`config.mk`:
```
export PLATFORM = sky130hd
export DESIGN_NAME = dual_issue_scheduler
export DESIGN_NICKNAME = d
export VERILOG_FILES = /design/src/rtl/dual_issue_scheduler_pkg.sv /design/src/rtl/dual_issue_scheduler_instr_classifier.sv /design/src/rtl/dual_issue_scheduler.sv
export SDC_FILE = /design/constraint.sdc
export NUM_CORES = 1
export LEC_CHECK = 0
export CAP_MARGIN = 10
export CORE_AREA = 3 3 64 66
export CTS_CLUSTER_SIZE = 16
export DETAILED_ROUTE_END_ITERATION = 8
export DIE_AREA = 0 0 67 69
export DONT_BUFFER_PORTS = 1
export SETUP_SLACK_MARGIN = 0.3
export SLEW_MARGIN = 30
export SYNTH_ARGS = -nofsm -noshare
export SYNTH_HDL_FRONTEND = slang
export SYNTH_SLANG_ARGS = --single-unit
```
`constraint.sdc`:
```
create_clock -name clk -period 1.85 [get_ports clk]
set_clock_uncertainty 0.2 [all_clocks]
set_input_delay 0.37 -clock clk [delete_from_list [all_inputs] [get_ports clk]]
set_output_delay 0.37 -clock clk [all_outputs]
set_load 0.005 [all_outputs]
```
`src/rtl/dual_issue_scheduler_pkg.sv`:
```
// Shared opcode constants, FSM state encoding and per-slot decode record
// for the dual-issue scheduler and its instruction classifier.
package sched_pkg;

    localparam logic [6:0] OP_R      = 7'b0110011;
    localparam logic [6:0] OP_IALU   = 7'b0010011;
    localparam logic [6:0] OP_LOAD   = 7'b0000011;
    localparam logic [6:0] OP_STORE  = 7'b0100011;
    localparam logic [6:0] OP_BRANCH = 7'b1100011;
    localparam logic [6:0] OP_JAL    = 7'b1101111;
    localparam logic [6:0] OP_JALR   = 7'b1100111;
    localparam logic [6:0] OP_LUI    = 7'b0110111;
    localparam logic [6:0] OP_AUIPC  = 7'b0010111;

    typedef enum logic [1:0] {
        RUN     = 2'd0,
        SPLIT   = 2'd1,
        MEMWAIT = 2'd2
    } state_t;

    typedef struct packed {
        logic       writes_rd;
        logic       reads_rs1;
        logic       reads_rs2;
        logic       is_mem;
        logic       is_ctrl;
        logic [4:0] rd;
        logic [4:0] rs1;
        logic [4:0] rs2;
    } instr_class_t;

    // A pair must be issued over two cycles on RAW/WAW, dual memory, or slot-0 control flow.
    function automatic logic split_needed(input instr_class_t c0, input instr_class_t c1);
        logic raw;
        logic waw;
        raw = c0.writes_rd &
              ((c1.reads_rs1 & (c1.rs1 == c0.rd)) | (c1.reads_rs2 & (c1.rs2 == c0.rd)));
        waw = c0.writes_rd & c1.writes_rd & (c0.rd == c1.rd);
        return raw | waw | (c0.is_mem & c1.is_mem) | c0.is_ctrl;
    endfunction

endpackage

```
`src/rtl/dual_issue_scheduler_instr_classifier.sv`:
```
// Combinational RV32I opcode decode: which registers a word reads/writes and
// whether it touches memory or redirects control flow.
module instr_classifier
    import sched_pkg::*;
(
    input  logic [31:0]  i_word,
    output instr_class_t o_cls
);

    logic       w_wr;
    logic       w_r1;
    logic       w_r2;
    logic       w_mem;
    logic       w_ctrl;
    logic [4:0] w_rd;
    logic       w_unused_fields;

    assign w_rd            = i_word[11:7];
    assign w_unused_fields = ^{i_word[31:25], i_word[14:12]};

    // Opcode to register-use/class flags; unknown opcodes stay all-zero.
    always_comb begin
        w_wr   = 1'b0;
        w_r1   = 1'b0;
        w_r2   = 1'b0;
        w_mem  = 1'b0;
        w_ctrl = 1'b0;
        case (i_word[6:0])
            OP_R: begin
                w_wr = 1'b1;
                w_r1 = 1'b1;
                w_r2 = 1'b1;
            end
            OP_IALU: begin
                w_wr = 1'b1;
                w_r1 = 1'b1;
            end
            OP_LOAD: begin
                w_wr  = 1'b1;
                w_r1  = 1'b1;
                w_mem = 1'b1;
            end
            OP_STORE: begin
                w_r1  = 1'b1;
                w_r2  = 1'b1;
                w_mem = 1'b1;
            end
            OP_BRANCH: begin
                w_r1   = 1'b1;
                w_r2   = 1'b1;
                w_ctrl = 1'b1;
            end
            OP_JAL: begin
                w_wr   = 1'b1;
                w_ctrl = 1'b1;
            end
            OP_JALR: begin
                w_wr   = 1'b1;
                w_r1   = 1'b1;
                w_ctrl = 1'b1;
            end
            OP_LUI, OP_AUIPC: begin
                w_wr = 1'b1;
            end
            default: begin
                w_wr = 1'b0;
            end
        endcase
    end

    // x0 is never a real destination, so it can never create a hazard.
    assign o_cls.writes_rd = w_wr & (w_rd != 5'd0);
    assign o_cls.reads_rs1 = w_r1;
    assign o_cls.reads_rs2 = w_r2;
    assign o_cls.is_mem    = w_mem;
    assign o_cls.is_ctrl   = w_ctrl;
    assign o_cls.rd        = w_rd;
    assign o_cls.rs1       = i_word[19:15];
    assign o_cls.rs2       = i_word[24:20];

endmodule

```
`src/rtl/dual_issue_scheduler.sv`:
```
// Dual-issue controller: issues the fetched pair together or split across two
// cycles, holds both slots during outstanding memory accesses, honours flush.
module dual_issue_scheduler
    import sched_pkg::*;
#(
    parameter int CNT_W = 16
) (
    input  logic             clk,
    input  logic             rst_pin,
    input  logic             ins_valid,
    input  logic [31:0]      instruction0,
    input  logic [31:0]      instruction1,
    input  logic             mem_ready,
    input  logic             flush,
    output logic             datapath_1_enable,
    output logic             datapath_2_enable,
    output logic             freeze1,
    output logic             freeze2,
    output logic             fetch_advance,
    output logic [CNT_W-1:0] stall_count
);

    localparam logic [CNT_W-1:0] CNT_MAX = {CNT_W{1'b1}};

    instr_class_t     w_cls0;
    instr_class_t     w_cls1;
    logic             w_split;
    logic             w_unused_cls;

    state_t           r_state;
    logic             r_pending;
    logic [CNT_W-1:0] r_stall_cnt;

    state_t           w_state_nxt;
    logic             w_pending_nxt;
    logic             w_en1;
    logic             w_en2;
    logic             w_frz1;
    logic             w_frz2;
    logic             w_adv;

    instr_classifier u_cls0 (
        .i_word (instruction0),
        .o_cls  (w_cls0)
    );

    instr_classifier u_cls1 (
        .i_word (instruction1),
        .o_cls  (w_cls1)
    );

    assign w_split      = split_needed(w_cls0, w_cls1);
    assign w_unused_cls = ^{w_cls0.reads_rs1, w_cls0.reads_rs2, w_cls0.rs1, w_cls0.rs2, w_cls1.is_ctrl};

    // Mealy issue decision and next-state selection; flush overrides everything.
    always_comb begin
        w_en1         = 1'b0;
        w_en2         = 1'b0;
        w_frz1        = 1'b0;
        w_frz2        = 1'b0;
        w_adv         = 1'b0;
        w_state_nxt   = r_state;
        w_pending_nxt = r_pending;
        case (r_state)
            RUN: begin
                if (!ins_valid) begin
                    w_state_nxt = RUN;
                end else if (w_split) begin
                    w_en1       = 1'b1;
                    w_frz2      = 1'b1;
                    if (w_cls0.is_mem && !mem_ready) begin
                        w_state_nxt   = MEMWAIT;
                        w_pending_nxt = 1'b1;
                    end else begin
                        w_state_nxt   = SPLIT;
                    end
                end else begin
                    w_en1 = 1'b1;
                    w_en2 = 1'b1;
                    w_adv = 1'b1;
                    if ((w_cls0.is_mem || w_cls1.is_mem) && !mem_ready) begin
                        w_state_nxt = MEMWAIT;
                    end else begin
                        w_state_nxt = RUN;
                    end
                end
            end
            SPLIT: begin
                w_en2  = 1'b1;
                w_frz1 = 1'b1;
                w_adv  = 1'b1;
                if (w_cls1.is_mem && !mem_ready) begin
                    w_state_nxt = MEMWAIT;
                end else begin
                    w_state_nxt = RUN;
                end
            end
            MEMWAIT: begin
                w_frz1 = 1'b1;
                w_frz2 = 1'b1;
                if (mem_ready) begin
                    w_state_nxt   = r_pending ? SPLIT : RUN;
                    w_pending_nxt = 1'b0;
                end else begin
                    w_state_nxt   = MEMWAIT;
                end
            end
            default: begin
                w_state_nxt   = RUN;
                w_pending_nxt = 1'b0;
            end
        endcase
        if (flush) begin
            w_en1         = 1'b0;
            w_en2         = 1'b0;
            w_frz1        = 1'b0;
            w_frz2        = 1'b0;
            w_adv         = 1'b1;
            w_state_nxt   = RUN;
            w_pending_nxt = 1'b0;
        end else begin
            w_adv         = w_adv;
        end
    end

    // State, deferred-split flag and saturating stall counter.
    always_ff @(posedge clk or negedge rst_pin) begin
        if (!rst_pin) begin
            r_state     <= RUN;
            r_pending   <= 1'b0;
            r_stall_cnt <= '0;
        end else begin
            r_state   <= w_state_nxt;
            r_pending <= w_pending_nxt;
            if ((r_state != RUN) && (r_stall_cnt != CNT_MAX)) begin
                r_stall_cnt <= r_stall_cnt + {{(CNT_W-1){1'b0}}, 1'b1};
            end else begin
                r_stall_cnt <= r_stall_cnt;
            end
        end
    end

    // Outputs are forced low the moment reset is asserted, not at the next edge.
    assign datapath_1_enable = rst_pin & w_en1;
    assign datapath_2_enable = rst_pin & w_en2;
    assign freeze1           = rst_pin & w_frz1;
    assign freeze2           = rst_pin & w_frz2;
    assign fetch_advance     = rst_pin & w_adv;
    assign stall_count       = r_stall_cnt;

endmodule

```
==> impl_metrics.toml, run 1 <==
[timing]
whs_ns = 0.09939
setup_viol = 9
maxSlewViolCount = 0
period_share = 1.135
tightestPinTransition_ns = 0.4419
min_period_ns = 2.100
hold_viol_final = 0
finalWorstSetupSlack_ns = -0.2495
slew_headroom = 0.7054
grt_setup_unrepaired = "yes"
max_freq_mhz = 476.3

[grt]
grt-ovfl-total = 0
grt_pass1_vias = 1451
grt_pass1_wl_microns = 6644
antenna_found_initial = 0
grt_start_max_net_pins = 20
grt_use_total = 0.1808

[placed_design]
place_area_sq_um = 1733
io_buffer_count = 0
gp_congestion = 0.8159
dpl.hpwl_microns = 2941
pre_cts_ws_ns = -0.3587

[run_status]
outcome = "finished, violations left"
violations = "setup timing"

[synth]
yosysSeqAreaShare = 0.3333
ys_warn_count = 0
ys_seq_elements = 19
syn_area_per_cell_sq_um = 9.085
synth_edf_count = 0
synth.net_count = 231
synthArstFlopShare = 1.000
netlist_instances = 157
ys.flop_type = "dfrtp_1"
netlist_area_sq_um = 1426
post_synth_num_cell_types = 47

[detailed_routing]
drt_wl_total_microns = 4323
postRouteAntennaNets = 0
drtIter0Drc = 48
vias_per_cell = 5.465
drcViolationCount = 0
num_vias = 1421
first_pass_iters = 4
drt-wirelength-per-cell_microns = 16.63

[final_layout]
multi_input_area_sq_um = 1229
register_area_sq_um = 475.5
final_cell_mix = "38 x buf_4, 19 x dfrtp_1, 17 x xnor2_1, 13 x nor2_1, 11 x buf_6"
layout_commonest_cell = "buf_4"
antenna_cells = 0
stdcell_area_sq_um = 2288
final_nets = 287
n_fill_cell = 307
post-route-util = 0.6298
syn_to_final_growth_pct = 60.44
drive_gt1_frac = 0.4953

[pwr]
ir_drop_uv = 546.3
total_power_uw = 952.6
p_per_area_nw_per_um2 = 416.3
leakagePower_nw = 1.009

[die]
dieArea_sq_um = 4623
dieWidth_microns = 67
core_sq_um = 3633
start_util = 0.3926
die_y_microns = 69
io_pins = 90
rows = 22

[worst_setup_path]
criticalPathCategory = "in -> out"
crit_family = "compound AO/OA/AOI/OAI gates"
critPathLaunchType = "input pin"
slowest_stage = "and4bb_2"
path_cells = "and4bb_2, a32oi_1, a211o_1, or2_1, a31oi_2"
crit_buf_inv = 0
arrival_ns = 1.53
critical_path.max_stage_delay_ns = 0.31
critPathCaptureType = "output pin"
cp.required_ns = 1.28
cp_max_fo = 4

[cts]
clk_pin_slew_ns = 0.07
cts_tree = "yes"
htreeDepth = 1
clockBufferDepth = 2
cts_buffers = 3
root_buffer = "clkbuf_8"
clock_latency_ns = 0.25
clock-sinks = 19

[worst_hold_path]
hp-class = "in -> reg"

[run]
cap_violations = 0
-- synthesized netlist by cell type (2+ instances only) --
cell type | instances | area [sq um]
a21boi_0 | 2 | 15.01
a21oi_1 | 6 | 30.03
a31oi_1 | 4 | 25.02
a32oi_1 | 2 | 17.52
dfrtp_1 | 19 | 475.5
ha_1 | 5 | 62.56
inv_1 | 9 | 33.78
nand2_1 | 10 | 37.54
nand3_1 | 9 | 45.04
nand4_1 | 5 | 31.28
nor2_1 | 17 | 63.81
nor2b_1 | 3 | 18.77
nor3_1 | 2 | 10.01
nor3_2 | 2 | 20.02
nor4_1 | 2 | 12.51
o2111ai_1 | 2 | 17.52
o211a_1 | 2 | 20.02
o211ai_1 | 2 | 15.01
o21ai_0 | 3 | 15.01
o22ai_1 | 2 | 12.51
xnor2_1 | 21 | 183.9
xor2_1 | 3 | 26.28
-- stage by stage --
stage,instances,setup TNS (ns)
after floorplan,157,-0.3185
after global placement,229,-1.236
after detailed placement,229,-1.314
after CTS,250,-0.8331
after global routing,260,-2.227
final,260,-1.099
-- state kept, by name, summed over array words and instances, names as in the netlist --
register     flops
r_pending        1
stall_count     16
r_state          2
-- power breakdown --
group	internal, mW	leakage, nW	switching [mW]	total (mW)
logic	0.114	0.721	0.0805	0.195
clock network	0.150	0.0255	0.138	0.288
registers	0.436	0.263	0.0344	0.470
total	0.700	1.01	0.253	0.953
-- final timing paths --
path                            slack, ns                    endpoint  depth (start not counted)                  start
worst max-delay path                -0.25                     freeze2                          5        instruction1[2]
worst min-delay path                  0.1        r_state[0]$_DFF_PN0_                          2                  flush
worst max register to register      -0.07  stall_count[9]$_DFFE_PN0P_                          8   r_state[1]$_DFF_PN0_
worst min register to register       0.32       r_pending$_DFFE_PN0P_                          1  r_pending$_DFFE_PN0P_
max in group asynchronous            0.76  stall_count[1]$_DFFE_PN0P_                          2                rst_pin
min in group asynchronous            0.39  stall_count[6]$_DFFE_PN0P_                          2                rst_pin
-- cell families after synthesis --
family	after synthesis	synth area share
and+or+nand+nor	64	0.2641
AOI/OAI and AO/OA	34	0.1719
xor gates and xnor gates	24	0.1474
DFF	19	0.3333
buffers and inverters	10	0.03158
adders and majority gates	5	0.04386
muxes	1	0.007894
-- routing by layer --
layer / track usage / vias up / wire length, microns / part of all wire
met4: 0.03153 / 0 / 52 / 0.012
met1: 0.2006 / 699 / 1607 / 0.37
met2: 0.3341 / 30 / 2502 / 0.58
met5: 0 / - / 0 / 0
li1: - / 684 / - / -
met3: 0.05212 / 8 / 161 / 0.037
-- timing repair --
| item | in CTS | in global routing |
|---|---|---|
| endpoints found under the setup margin | 23 | 24 |
| setup buffers | 16 | 9 |
| hold endpoints to repair | 19 | 19 |
| hold buffers | 1 | 1 |
| resized for setup | 33 | 22 |
| pin swaps | 38 | 17 |
| cloned | 0 | 0 |
-- area by class of cell --
type | count | share of cell area
Sequential cell | 19 | 0.2078
Clock buffer | 3 | 0.01804
Tap cell | 48 | 0.02624
Timing Repair Buffer | 52 | 0.1941
Clock inverter | 1 | 0.002187
Multi-Input combinational cell | 128 | 0.5369
Inverter | 9 | 0.01476
Note: power is estimated with default switching activity, not from simulation.
==> run 2: changes to the inputs <==
--- a/config.mk
+++ b/config.mk
@@ -6,12 +6,11 @@
 export NUM_CORES = 1
 export LEC_CHECK = 0
 export CAP_MARGIN = 10
-export CORE_AREA = 3 3 64 66
+export CORE_AREA = 3 3 63 65
 export CTS_CLUSTER_SIZE = 16
 export DETAILED_ROUTE_END_ITERATION = 8
-export DIE_AREA = 0 0 67 69
+export DIE_AREA = 0 0 66 68
 export DONT_BUFFER_PORTS = 1
-export SETUP_SLACK_MARGIN = 0.3
 export SLEW_MARGIN = 30
 export SYNTH_ARGS = -nofsm -noshare
 export SYNTH_HDL_FRONTEND = slang
==> constraint.sdc (replaced) <==
create_clock -name clk -period 2.3 [get_ports clk]
set_clock_uncertainty 0.2 [all_clocks]
set_input_delay 0.46 -clock clk [delete_from_list [all_inputs] [get_ports clk]]
set_output_delay 0.46 -clock clk [all_outputs]
set_load 0.005 [all_outputs]
==> impl_metrics.toml, run 2 (synthesis gave the netlist of run 1 again) <==
[worst_setup_path]
criticalPathCategory = "in -> out"
critPathLaunchType = "input pin"
cp_max_fo = 3
arrival_ns = 1.72
critPathCaptureType = "output pin"
rrSetupSlack_ns = 0.26
cp.required_ns = 1.64

[placed_design]
place_area_sq_um = 1503
dpl.hpwl_microns = 2650
io_buffer_count = 0
gp_congestion = 0.8288
pre_cts_ws_ns = -0.1599

[die]
io_pins = 90
rows = 21
start_util = 0.4208
core_sq_um = 3390
dieArea_sq_um = 4488
dieWidth_microns = 66
die_y_microns = 68

[timing]
period_share = 1.036
maxSlewViolCount = 0
slew_headroom = 0.6597
setup_viol = 3
tightestPinTransition_ns = 0.5058
grt_setup_unrepaired = "yes"
max_freq_mhz = 419.5
hold_viol_final = 0
whs_ns = 0.1390
finalWorstSetupSlack_ns = -0.08386
min_period_ns = 2.384

[cts]
clock_latency_ns = 0.30
clk_pin_slew_ns = 0.11
root_buffer = "clkbuf_4"
cts_buffers = 3
clockBufferDepth = 2
htreeDepth = 1
cts_tree = "yes"
clock-sinks = 19

[grt]
grt_pass1_vias = 1268
grt_start_max_net_pins = 20
grt_use_total = 0.1540
grt-ovfl-total = 0
antenna_found_initial = 0
grt_pass1_wl_microns = 5416

[final_layout]
n_fill_cell = 312
drive_gt1_frac = 0.1953
stdcell_area_sq_um = 1657
antenna_cells = 0
syn_to_final_growth_pct = 16.14
final_nets = 244
multi_input_area_sq_um = 994.7
layout_commonest_cell = "xnor2_1"
final_cell_mix = "21 x xnor2_1, 19 x dfrtp_1, 16 x nor2_1, 10 x nand2_1, 9 x nand3_1"
largest_reg_flops = 16
register_area_sq_um = 475.5

[worst_hold_path]
hp-class = "in -> reg"

[detailed_routing]
num_vias = 1258
drcViolationCount = 0
postRouteAntennaNets = 0
first_pass_iters = 4
drt_wl_total_microns = 3495
drt-wirelength-per-cell_microns = 16.26
vias_per_cell = 5.851
drtIter0Drc = 62

[pwr]
p_per_area_nw_per_um2 = 396.0
leakagePower_nw = 0.6706
ir_drop_uv = 226.6

[run_status]
violations = "setup timing"
outcome = "finished, violations left"

[run]
cap_violations = 0
[run 2: changes by cell type in the layout (fill, tap and decap cells not counted), sizes merged]
cell | before | now
buf | 51 | 8
[run 2: cell type report]
type / instances / share of cell area
Clock inverter: 1 / 0.003021
Inverter: 9 / 0.02039
Sequential cell: 19 / 0.2870
Timing Repair Buffer: 9 / 0.04079
Clock buffer: 3 / 0.01360
Tap cell: 46 / 0.03474
Multi-Input combinational cell: 128 / 0.6005
[run 2: metrics by stage]
step | power (mW) | cells | TNS [ns] | utilization
6_report | 0.6560 | 215 | -0.2293 | 0.4887
5_1_grt | 0.6917 | 215 | -0.3338 | 0.4887
2_1_floorplan | 0.4479 | 157 | 0 | -
3_3_place_gp | 0.4679 | 206 | -0.1140 | 0.4433
4_1_cts | 0.6605 | 213 | -0.009463 | 0.4692
3_5_place_dp | 0.4723 | 206 | -0.2723 | 0.4433
[run 2: worst paths after layout]
check / depth (start not counted) / from / end
min in group asynchronous: 2 / rst_pin / stall_count[6]$_DFFE_PN0P_
max in group asynchronous: 2 / rst_pin / stall_count[1]$_DFFE_PN0P_
max reg2reg: 6 / stall_count[3]$_DFFE_PN0P_ / stall_count[13]$_DFFE_PN0P_
max: 5 / instruction1[3] / freeze2
min: 2 / flush / r_state[0]$_DFF_PN0_
min reg2reg: 1 / stall_count[6]$_DFFE_PN0P_ / stall_count[6]$_DFFE_PN0P_
[run 2: what timing repair did]
action,CTS,global route
pin swaps,5,8
setup buffers,2,1
hold buffers,1,1
hold endpoints to repair,19,19
setup endpoints to repair,3,3
gates resized for setup,7,9
gates cloned,0,0
[run 2: report_power, final]
group | total [mW] | internal [mW] | switching [mW]
clock network | 0.170 | 0.0648 | 0.106
logic | 0.109 | 0.0592 | 0.0499
registers | 0.377 | 0.350 | 0.0261
total | 0.656 | 0.474 | 0.182
[run 2: worst max-delay path: stages]
cell and delay [ns]:
and4bb_2 0.33, a32oi_2 0.12, a211o_1 0.32, or2_1 0.26
a31oi_2 0.23
[run 2: routing by layer]
metal	wire length (microns)	global-route usage	part of all wire
met3	310	0.04762	0.089
met1	1286	0.1608	0.37
met5	0	0	0
met2	1865	0.2991	0.53
met4	33	0.03807	0.0094
